## src/rtl/multicycle_ctrl.sv

```systemverilog
// Multicycle control FSM for the 16-bit MIPS-style CPU: sequences the shared ALU,
// memory port and register file, with a memory-wait watchdog that halts on timeout.
module multicycle_ctrl #(
  parameter int MAX_WAIT = 15
) (
  input  logic       clk,
  input  logic       reset,
  input  logic [2:0] op,
  input  logic       zero,
  input  logic       mem_ready,
  output logic       mem_req,
  output logic       iord,
  output logic       memwrite,
  output logic       irwrite,
  output logic       pcen,
  output logic [1:0] pcsrc,
  output logic       alusrca,
  output logic [1:0] alusrcb,
  output logic [1:0] aluop,
  output logic       regwrite,
  output logic       regdst,
  output logic       memtoreg,
  output logic       link,
  output logic       instr_done,
  output logic       fault,
  output logic [3:0] state
);

  localparam logic [2:0] OP_RTYPE = 3'b000, OP_LW = 3'b001, OP_SW = 3'b010, OP_ADDI = 3'b011,
                         OP_SUBI  = 3'b100, OP_BEQ = 3'b101, OP_J = 3'b110, OP_JAL = 3'b111;
  localparam logic [7:0] WAIT_LIMIT = 8'(MAX_WAIT - 1);

  // ADDI and SUBI get separate execute states so op is never consulted after MEMADR.
  typedef enum logic [3:0] {
    S_FETCH, S_DECODE, S_MEMADR, S_MEMRD, S_MEMWB, S_MEMWR, S_EXEC, S_ALUWB,
    S_ADDIEX, S_SUBIEX, S_IMMWB, S_BRANCH, S_JUMP, S_JAL, S_HALT
  } state_t;

  state_t     cur_state, nxt_state;
  logic [7:0] wait_cnt;
  logic       timeout;
  logic       req_entry;

  assign state   = cur_state;
  assign mem_req = (cur_state == S_FETCH) || (cur_state == S_MEMRD) || (cur_state == S_MEMWR);
  // A mem_ready on the cycle the count would reach MAX_WAIT still completes normally.
  assign timeout = mem_req && !mem_ready && (wait_cnt == WAIT_LIMIT);
  assign req_entry = (nxt_state != cur_state) &&
                     ((nxt_state == S_FETCH) || (nxt_state == S_MEMRD) || (nxt_state == S_MEMWR));

  // NOTE: every output and nxt_state gets a default before the case so no path can infer a latch.
  always_comb begin
    nxt_state  = cur_state;
    iord       = 1'b0;
    memwrite   = 1'b0;
    irwrite    = 1'b0;
    pcen       = 1'b0;
    pcsrc      = 2'b00;
    alusrca    = 1'b0;
    alusrcb    = 2'b00;
    aluop      = 2'b00;
    regwrite   = 1'b0;
    regdst     = 1'b0;
    memtoreg   = 1'b0;
    link       = 1'b0;
    instr_done = 1'b0;
    fault      = 1'b0;
    unique case (cur_state)
      S_FETCH: begin
        alusrcb = 2'b01;
        if (mem_ready) begin
          irwrite   = 1'b1;
          pcen      = 1'b1;
          nxt_state = S_DECODE;
        end
      end
      S_DECODE: begin
        alusrcb = 2'b11;
        unique case (op)
          OP_LW, OP_SW: nxt_state = S_MEMADR;
          OP_RTYPE:     nxt_state = S_EXEC;
          OP_ADDI:      nxt_state = S_ADDIEX;
          OP_SUBI:      nxt_state = S_SUBIEX;
          OP_BEQ:       nxt_state = S_BRANCH;
          OP_J:         nxt_state = S_JUMP;
          OP_JAL:       nxt_state = S_JAL;
          default:      nxt_state = S_FETCH;
        endcase
      end
      S_MEMADR: begin
        alusrca   = 1'b1;
        alusrcb   = 2'b10;
        nxt_state = (op == OP_SW) ? S_MEMWR : S_MEMRD;
      end
      S_MEMRD: begin
        iord = 1'b1;
        if (mem_ready) nxt_state = S_MEMWB;
      end
      S_MEMWB: begin
        regwrite   = 1'b1;
        memtoreg   = 1'b1;
        instr_done = 1'b1;
        nxt_state  = S_FETCH;
      end
      S_MEMWR: begin
        iord     = 1'b1;
        memwrite = 1'b1;
        if (mem_ready) begin
          instr_done = 1'b1;
          nxt_state  = S_FETCH;
        end
      end
      S_EXEC: begin
        alusrca   = 1'b1;
        aluop     = 2'b10;
        nxt_state = S_ALUWB;
      end
      S_ALUWB: begin
        regwrite   = 1'b1;
        regdst     = 1'b1;
        instr_done = 1'b1;
        nxt_state  = S_FETCH;
      end
      S_ADDIEX, S_SUBIEX: begin
        alusrca   = 1'b1;
        alusrcb   = 2'b10;
        aluop     = (cur_state == S_SUBIEX) ? 2'b01 : 2'b00;
        nxt_state = S_IMMWB;
      end
      S_IMMWB: begin
        regwrite   = 1'b1;
        instr_done = 1'b1;
        nxt_state  = S_FETCH;
      end
      S_BRANCH: begin
        alusrca    = 1'b1;
        aluop      = 2'b01;
        pcsrc      = 2'b01;
        pcen       = zero;
        instr_done = 1'b1;
        nxt_state  = S_FETCH;
      end
      S_JUMP, S_JAL: begin
        pcsrc      = 2'b10;
        pcen       = 1'b1;
        regwrite   = (cur_state == S_JAL);
        link       = (cur_state == S_JAL);
        instr_done = 1'b1;
        nxt_state  = S_FETCH;
      end
      S_HALT: fault = 1'b1;
      default: nxt_state = S_FETCH;
    endcase
    if (timeout) nxt_state = S_HALT;
  end

  // NOTE: sequential state uses non-blocking assignments so all registers update from pre-edge values.
  always_ff @(posedge clk) begin
    if (reset) begin
      cur_state <= S_FETCH;
      wait_cnt  <= 8'd0;
    end else begin
      cur_state <= nxt_state;
      if (req_entry || mem_ready)           wait_cnt <= 8'd0;
      else if (mem_req && wait_cnt != 8'hFF) wait_cnt <= wait_cnt + 8'd1;
    end
  end

endmodule
```

## config.mk

```make
export PLATFORM = sky130hd
export DESIGN_NAME = multicycle_ctrl
export DESIGN_NICKNAME = d
export VERILOG_FILES = /design/src/rtl/multicycle_ctrl.sv
export SDC_FILE = /design/constraint.sdc
export NUM_CORES = 1
export LEC_CHECK = 0
export ABC_AREA = 1
export CORE_MARGIN = 5
export CORE_UTILIZATION = 53
export CTS_BUF_LIST = sky130_fd_sc_hd__clkbuf_16
export DETAILED_ROUTE_END_ITERATION = 8
export PLACE_DENSITY = 0.91
export SLEW_MARGIN = 40
export SYNTH_ARGS = -nofsm -noshare
export SYNTH_HDL_FRONTEND = slang
export SYNTH_SLANG_ARGS = --single-unit
```

## constraint.sdc

```tcl
create_clock -name clk -period 5.1 [get_ports clk]
set_clock_uncertainty 0.2 [all_clocks]
set_input_delay 1.02 -clock clk [delete_from_list [all_inputs] [get_ports clk]]
set_output_delay 1.02 -clock clk [all_outputs]
set_load 0.01 [all_outputs]
```

==> flow_summary.json, run 1 <==
{
  "outcome": "finished, final reports clean",
  "final_cells": 260,
  "synth_area_um2": 1190,
  "start_kind": "input port",
  "crit_path_end_kind": "primary output",
  "leakage_uw": 0.000789,
  "timing.rr.start": "state[1]",
  "hold_slack_ps": 379,
  "hold_path_class": "reg -> reg",
  "postCtsSetupBuffers": 0,
  "slew_headroom": 0.700,
  "fmaxAchievable_mhz": 274,
  "synth-seq-cells": 12,
  "grt_pass1_wl_um": 4910,
  "highest_layer": "met4",
  "stdcell_area_um2": 1580,
  "die_h_um": 57.4,
  "ir_worst_vdd_mv": 0.323,
  "clk_latency_ps": 240,
  "dr.pass1.iters": 4,
  "cts-resized-gates": 0,
  "synthXorXnorAreaFrac": 0.0514,
  "fin_util": 0.726,
  "nets": 242,
  "synth_mux_area_frac": 0,
  "final.min_clock_period_ps": 3640,
  "finalSetupViolations": 0,
  "maxCapViolCount": 0,
  "root_buffer": "clkbuf_16",
  "drtIter0Drc": 36,
  "synth.avg_cell_area_um2": 5.93,
  "postRouteWirelength_um": 2910,
  "clkSinkCount": 12,
  "timing.final.crit_share": 0.715,
  "ys.flop_type": "dfxtp_1",
  "synthArstFlopShare": 0,
  "hold_violations": 0,
  "crit_start": "mem_ready",
  "wl_met1_um": 1210,
  "fp.coreArea_um2": 2170,
  "antenna_found_initial": 0,
  "synthMostInstantiatedCell": "nand2_1",
  "ys_top_cells_by_count": "nand2_1, nor2_1, inv_1, nor2_2, nand3_1",
  "ant_nets": 0,
  "power.density_nw_per_um2": 541,
  "routabilityCongestion": 0.844,
  "tightest_slew_ps": 450,
  "initial_core_util": 0.550,
  "wl_met3_um": 261,
  "wl_per_cell_um": 11.2,
  "drive_gt1_frac": 0.181,
  "wl_met2_um": 1320,
  "cts_tree": "yes",
  "slowest_stage": "clkdlybuf4s50_1",
  "synth-compound-area-share": 0.0567,
  "path_class": "in -> out",
  "synth.area.top_cells": "dfxtp_1, nand2_1, nor2_1",
  "synth_edf_count": 0,
  "ys_types": 26,
  "cts_buffers": 3,
  "hp-start": "wait_cnt[7]",
  "required_ps": 3880,
  "num_rows": 17,
  "dpl.hpwl_um": 2260,
  "fin_setup_tns_ps": 0,
  "arrival_ps": 2420,
  "grt_max_degree": 12,
  "grtUsageTotal": 0.183,
  "ioPinCount": 29,
  "placed_cells": 256,
  "cp_max_fo": 6,
  "grt_pass1_vias": 1228,
  "min_path_cells": 2,
  "placed_area_um2": 1500,
  "dieArea_um2": 3300,
  "rsz0062_at_grt": "false",
  "reg2reg_depth": 13,
  "netlist_instances": 201,
  "drc_errors": 0,
  "path_clk_slew_ps": 40,
  "synth_fp_nets": 210,
  "synth_top_family_by_area": "simple AND/OR/NAND/NOR gates",
  "via_count": 1332,
  "synth_top_cell_area_share": 0.201,
  "path_buf_inv": 2,
  "slew_viol_final": 0,
  "crit_chain": "clkdlybuf4s50_1 > nand3_1 > nand3_1 > clkdlybuf4s50_1",
  "nFillCells": 192,
  "seq_area_frac_synth": 0.201,
  "htreeDepth": 1,
  "yosysTopAreaCell": "dfxtp_1",
  "via_per_inst": 5.12,
  "cp.depth": 4,
  "clock_path_buffers": 2,
  "syn_to_final_growth_pct": 32.1,
  "gr-total-overflow": 0,
  "synth-adder-area-share": 0.0210,
  "crit_path_max_incr_delay_ps": 580,
  "yosysWarnings": 0,
  "cts_hold_buf": 0,
  "n_antenna_cell": 0,
  "die_x_um": 57.4,
  "io_buffer_count": 28,
  "cpLargestDelayFamily": "buffers and inverters",
  "synthSimpleGateAreaFrac": 0.556
}
[power breakdown]
| part | total [µW] | internal (µW) | switching [µW] |
|---|---|---|---|
| Clock | 142 | 103 | 38.8 |
| Sequential | 143 | 109 | 34.2 |
| Combinational | 568 | 236 | 332 |
| Total | 853 | 448 | 405 |
[path summary, 6_finish.rpt]
kind / end / slack, ps
hold / removal: wait_cnt[7] / 380
setup / recovery: pcen / 1460
setup reg to reg: wait_cnt[0] / 2890
hold reg to reg: wait_cnt[7] / 380
[flip-flops by register name (all words and copies together), names as in the netlist]
name,cells
state,4
wait_cnt,8
[area by class of cell]
type / count / area (µm²) / area share
clock buffers: 3 / 75.1 / 0.0477
flip-flops and latches: 12 / 240 / 0.153
well taps: 28 / 35.0 / 0.0222
inverters: 33 / 124 / 0.0786
multi-input cells: 155 / 817 / 0.519
repair buffers: 28 / 280 / 0.178
clock inverters: 1 / 3.75 / 0.00238
[stage by stage]
stage               total power, µW  setup slack, ps
finish                          853             1460
CTS                             859             1450
global placement                700             1490
floorplan                       530             2570
global route                    931             1380
detailed placement              710             1450
[routing by layer]
| layer | vias to the layer above | GRT usage |
|---|---|---|
| met3 | 16 | 0.0543 |
| met5 | - | 0 |
| met4 | 0 | 0.0828 |
| met1 | 581 | 0.204 |
| met2 | 59 | 0.316 |
| li1 | 676 | - |
[cell usage in the layout (no fill, tap or decap), types with 2 or more instances in the layout]
cell type | netlist | final
nor2_1 | 37 | 37
nand2_2 | 6 | 6
nand4_1 | 4 | 4
nand2_4 | 2 | 2
ha_1 | 2 | 2
nand3_1 | 13 | 13
nand3_2 | 4 | 4
inv_1 | 27 | 27
a21oi_1 | 4 | 4
nand2_1 | 51 | 51
dfxtp_1 | 12 | 12
xor2_1 | 6 | 6
nor2_2 | 16 | 16
clkbuf_16 | 0 | 3
clkdlybuf4s50_1 | 0 | 28
inv_2 | 5 | 5
clkinv_1 | 1 | 2
[kinds of logic after synthesis]
kind of cell | count (synthesis)
simple gates | 137
buf+inv | 34
flops | 12
compound gates | 9
xor+xnor | 7
fa+ha+maj | 2
[worst min-delay path, stage by stage, from the launching register on]
cell	delay, ps
dfxtp_1	360
xnor2_1	100
nor2_2	90
Power figures use the tool's default switching activity.
==> run 2: changes to the inputs <==
--- a/config.mk
+++ b/config.mk
@@ -7,10 +7,10 @@
 export LEC_CHECK = 0
 export ABC_AREA = 1
 export CORE_MARGIN = 5
-export CORE_UTILIZATION = 53
+export CORE_UTILIZATION = 44
 export CTS_BUF_LIST = sky130_fd_sc_hd__clkbuf_16
 export DETAILED_ROUTE_END_ITERATION = 8
-export PLACE_DENSITY = 0.91
+export PLACE_DENSITY = 0.81
 export SLEW_MARGIN = 40
 export SYNTH_ARGS = -nofsm -noshare
 export SYNTH_HDL_FRONTEND = slang
==> constraint.sdc (replaced) <==
create_clock -name clk -period 3.3 [get_ports clk]
set_clock_uncertainty 0.2 [all_clocks]
set_input_delay 0.66 -clock clk [delete_from_list [all_inputs] [get_ports clk]]
set_output_delay 0.66 -clock clk [all_outputs]
set_load 0.01 [all_outputs]
==> run 2 against run 1 <==
Net effect:
- register-to-register slack worse by 1800 ps
- clock-buffer cell count stayed put
- flip-flop and latch count is the same
- sequential power is 52% higher
- first-iteration DRC count up 50%
- combinational power grew 55%
- critical endpoint unchanged
- clock power increased by 56%
- cell count grew 0.77%
- highest routed layer unchanged
- power up 55%
- die area rose by 17%
- global-route usage shrank 1.3 points
==> flow_summary.json, run 2 (same netlist as run 1, synthesis figures left out) <==
{
  "routabilityCongestion": 0.860,
  "clk_latency_ps": 240,
  "grt_pass1_vias": 1170,
  "largest-register": "wait_cnt",
  "slew_viol_final": 0,
  "gr-total-overflow": 0,
  "min_to": "wait_cnt[2]",
  "dp_slack_ps": 374,
  "die_x_um": 62.1,
  "outcome": "finished, final reports clean",
  "slew_headroom": 0.703,
  "path_clk_slew_ps": 40,
  "drc_errors": 0,
  "via_count": 1261,
  "postCtsSetupBuffers": 0,
  "path_class": "in -> out",
  "root_buffer": "clkbuf_16",
  "stdcell_area_um2": 1580,
  "dr.pass1.iters": 4,
  "rsz0062_at_grt": "false",
  "dpl.hpwl_um": 2310,
  "clkSinkCount": 12,
  "timing.final.crit_share": 0.888,
  "antenna_found_initial": 0,
  "cp_max_fo": 6,
  "start_kind": "input port",
  "wl_per_cell_um": 10.9,
  "io_buffer_count": 28,
  "cts_hold_buf": 0,
  "num_rows": 18,
  "hold_violations": 0,
  "hp-start": "wait_cnt[2]",
  "postRouteWirelength_um": 2870,
  "fp.coreArea_um2": 2540,
  "power.density_nw_per_um2": 837,
  "initial_core_util": 0.469,
  "finalSetupViolations": 0,
  "crit_path_end_kind": "primary output",
  "ioPinCount": 29,
  "maxCapViolCount": 0,
  "cts-resized-gates": 0,
  "nFillCells": 241,
  "grtUsageTotal": 0.170,
  "arrival_ps": 2070,
  "rr_endpoint": "wait_cnt[2]",
  "nets": 242,
  "largest_reg_flops": 8,
  "ant_nets": 0,
  "timing.rr.start": "state[1]",
  "via_per_inst": 4.81,
  "placed_area_um2": 1500,
  "drive_gt1_frac": 0.181,
  "final_common_cell": "nand2_1",
  "final.min_clock_period_ps": 2930,
  "syn_to_final_growth_pct": 32.3,
  "dieArea_um2": 3850,
  "fin_setup_tns_ps": 0,
  "tightest_slew_ps": 444,
  "ir_worst_vdd_mv": 0.550,
  "grt_max_degree": 12,
  "fmaxAchievable_mhz": 341,
  "r2r_slack_ps": 1100,
  "die_h_um": 62.1,
  "n_antenna_cell": 0,
  "reg2reg_depth": 13,
  "clock_path_buffers": 2,
  "final_cell_mix": "nand2_1, nor2_1, clkdlybuf4s50_1, inv_1, nor2_2",
  "drtIter0Drc": 54,
  "htreeDepth": 1,
  "hold_path_class": "reg -> reg",
  "leakage_uw": 0.000789,
  "required_ps": 2440,
  "cts_buffers": 3,
  "cts_tree": "yes",
  "min_path_cells": 3,
  "setup_ws_ps": 369,
  "grt_pass1_wl_um": 4890
}
run 2: final cells by class:
cell class	instances	area, µm²	area share
Multi-Input combinational cell	155	817	0.518
Timing Repair Buffer	28	280	0.178
Sequential cell	12	240	0.152
Inverter	33	124	0.0785
Clock buffer	3	75.1	0.0476
Tap cell	30	37.5	0.0238
Clock inverter	1	3.75	0.00238
run 2: where the power goes:
| group | internal [µW] | switching, µW |
|---|---|---|
| sequential | 168 | 50.3 |
| clock | 159 | 61.5 |
| combinational | 365 | 516 |
| total | 692 | 628 |
run 2: critical path, stage by stage:
cell and delay [ps]:
clkdlybuf4s50_1 590, nand3_1 170, nand3_1 120, clkdlybuf4s50_1 530
run 2: metrics by stage:
stage                util  power, µW  hold WS, ps  cells
floorplan               -        820          338    201
global placement    0.589       1090          355    258
detailed placement  0.589       1100          364    258
CTS                 0.620       1330          381    262
global route        0.620       1440          427    262
finish              0.620       1320          382    262
run 2: per-layer routing:
layer	global-route usage	share of wire
met5	0	0
met4	0.0636	0.015
met3	0.0413	0.073
met2	0.305	0.49
met1	0.191	0.43
run 2: worst max-delay path by stage:
| stage | from | end | slack, ps | depth (start not counted) |
|---|---|---|---|---|
| global route | state[2] | instr_done | 220 | 7 |
| CTS | mem_ready | pcen | 380 | 4 |
| detailed placement | mem_ready | pcen | 370 | 4 |
| floorplan | state[2] | instr_done | 1130 | 6 |
| global placement | mem_ready | pcen | 400 | 4 |
| finish | mem_ready | pcen | 370 | 4 |
==> run 3: changes to the inputs <==
--- a/config.mk
+++ b/config.mk
@@ -6,12 +6,12 @@
 export NUM_CORES = 1
 export LEC_CHECK = 0
 export ABC_AREA = 1
+export CAP_MARGIN = 20
 export CORE_MARGIN = 5
 export CORE_UTILIZATION = 44
 export CTS_BUF_LIST = sky130_fd_sc_hd__clkbuf_16
 export DETAILED_ROUTE_END_ITERATION = 8
 export PLACE_DENSITY = 0.81
-export SLEW_MARGIN = 40
 export SYNTH_ARGS = -nofsm -noshare
 export SYNTH_HDL_FRONTEND = slang
 export SYNTH_SLANG_ARGS = --single-unit
==> results of run 3 <==
No change in the layout: final DEF, timing and power equal those of run 2.
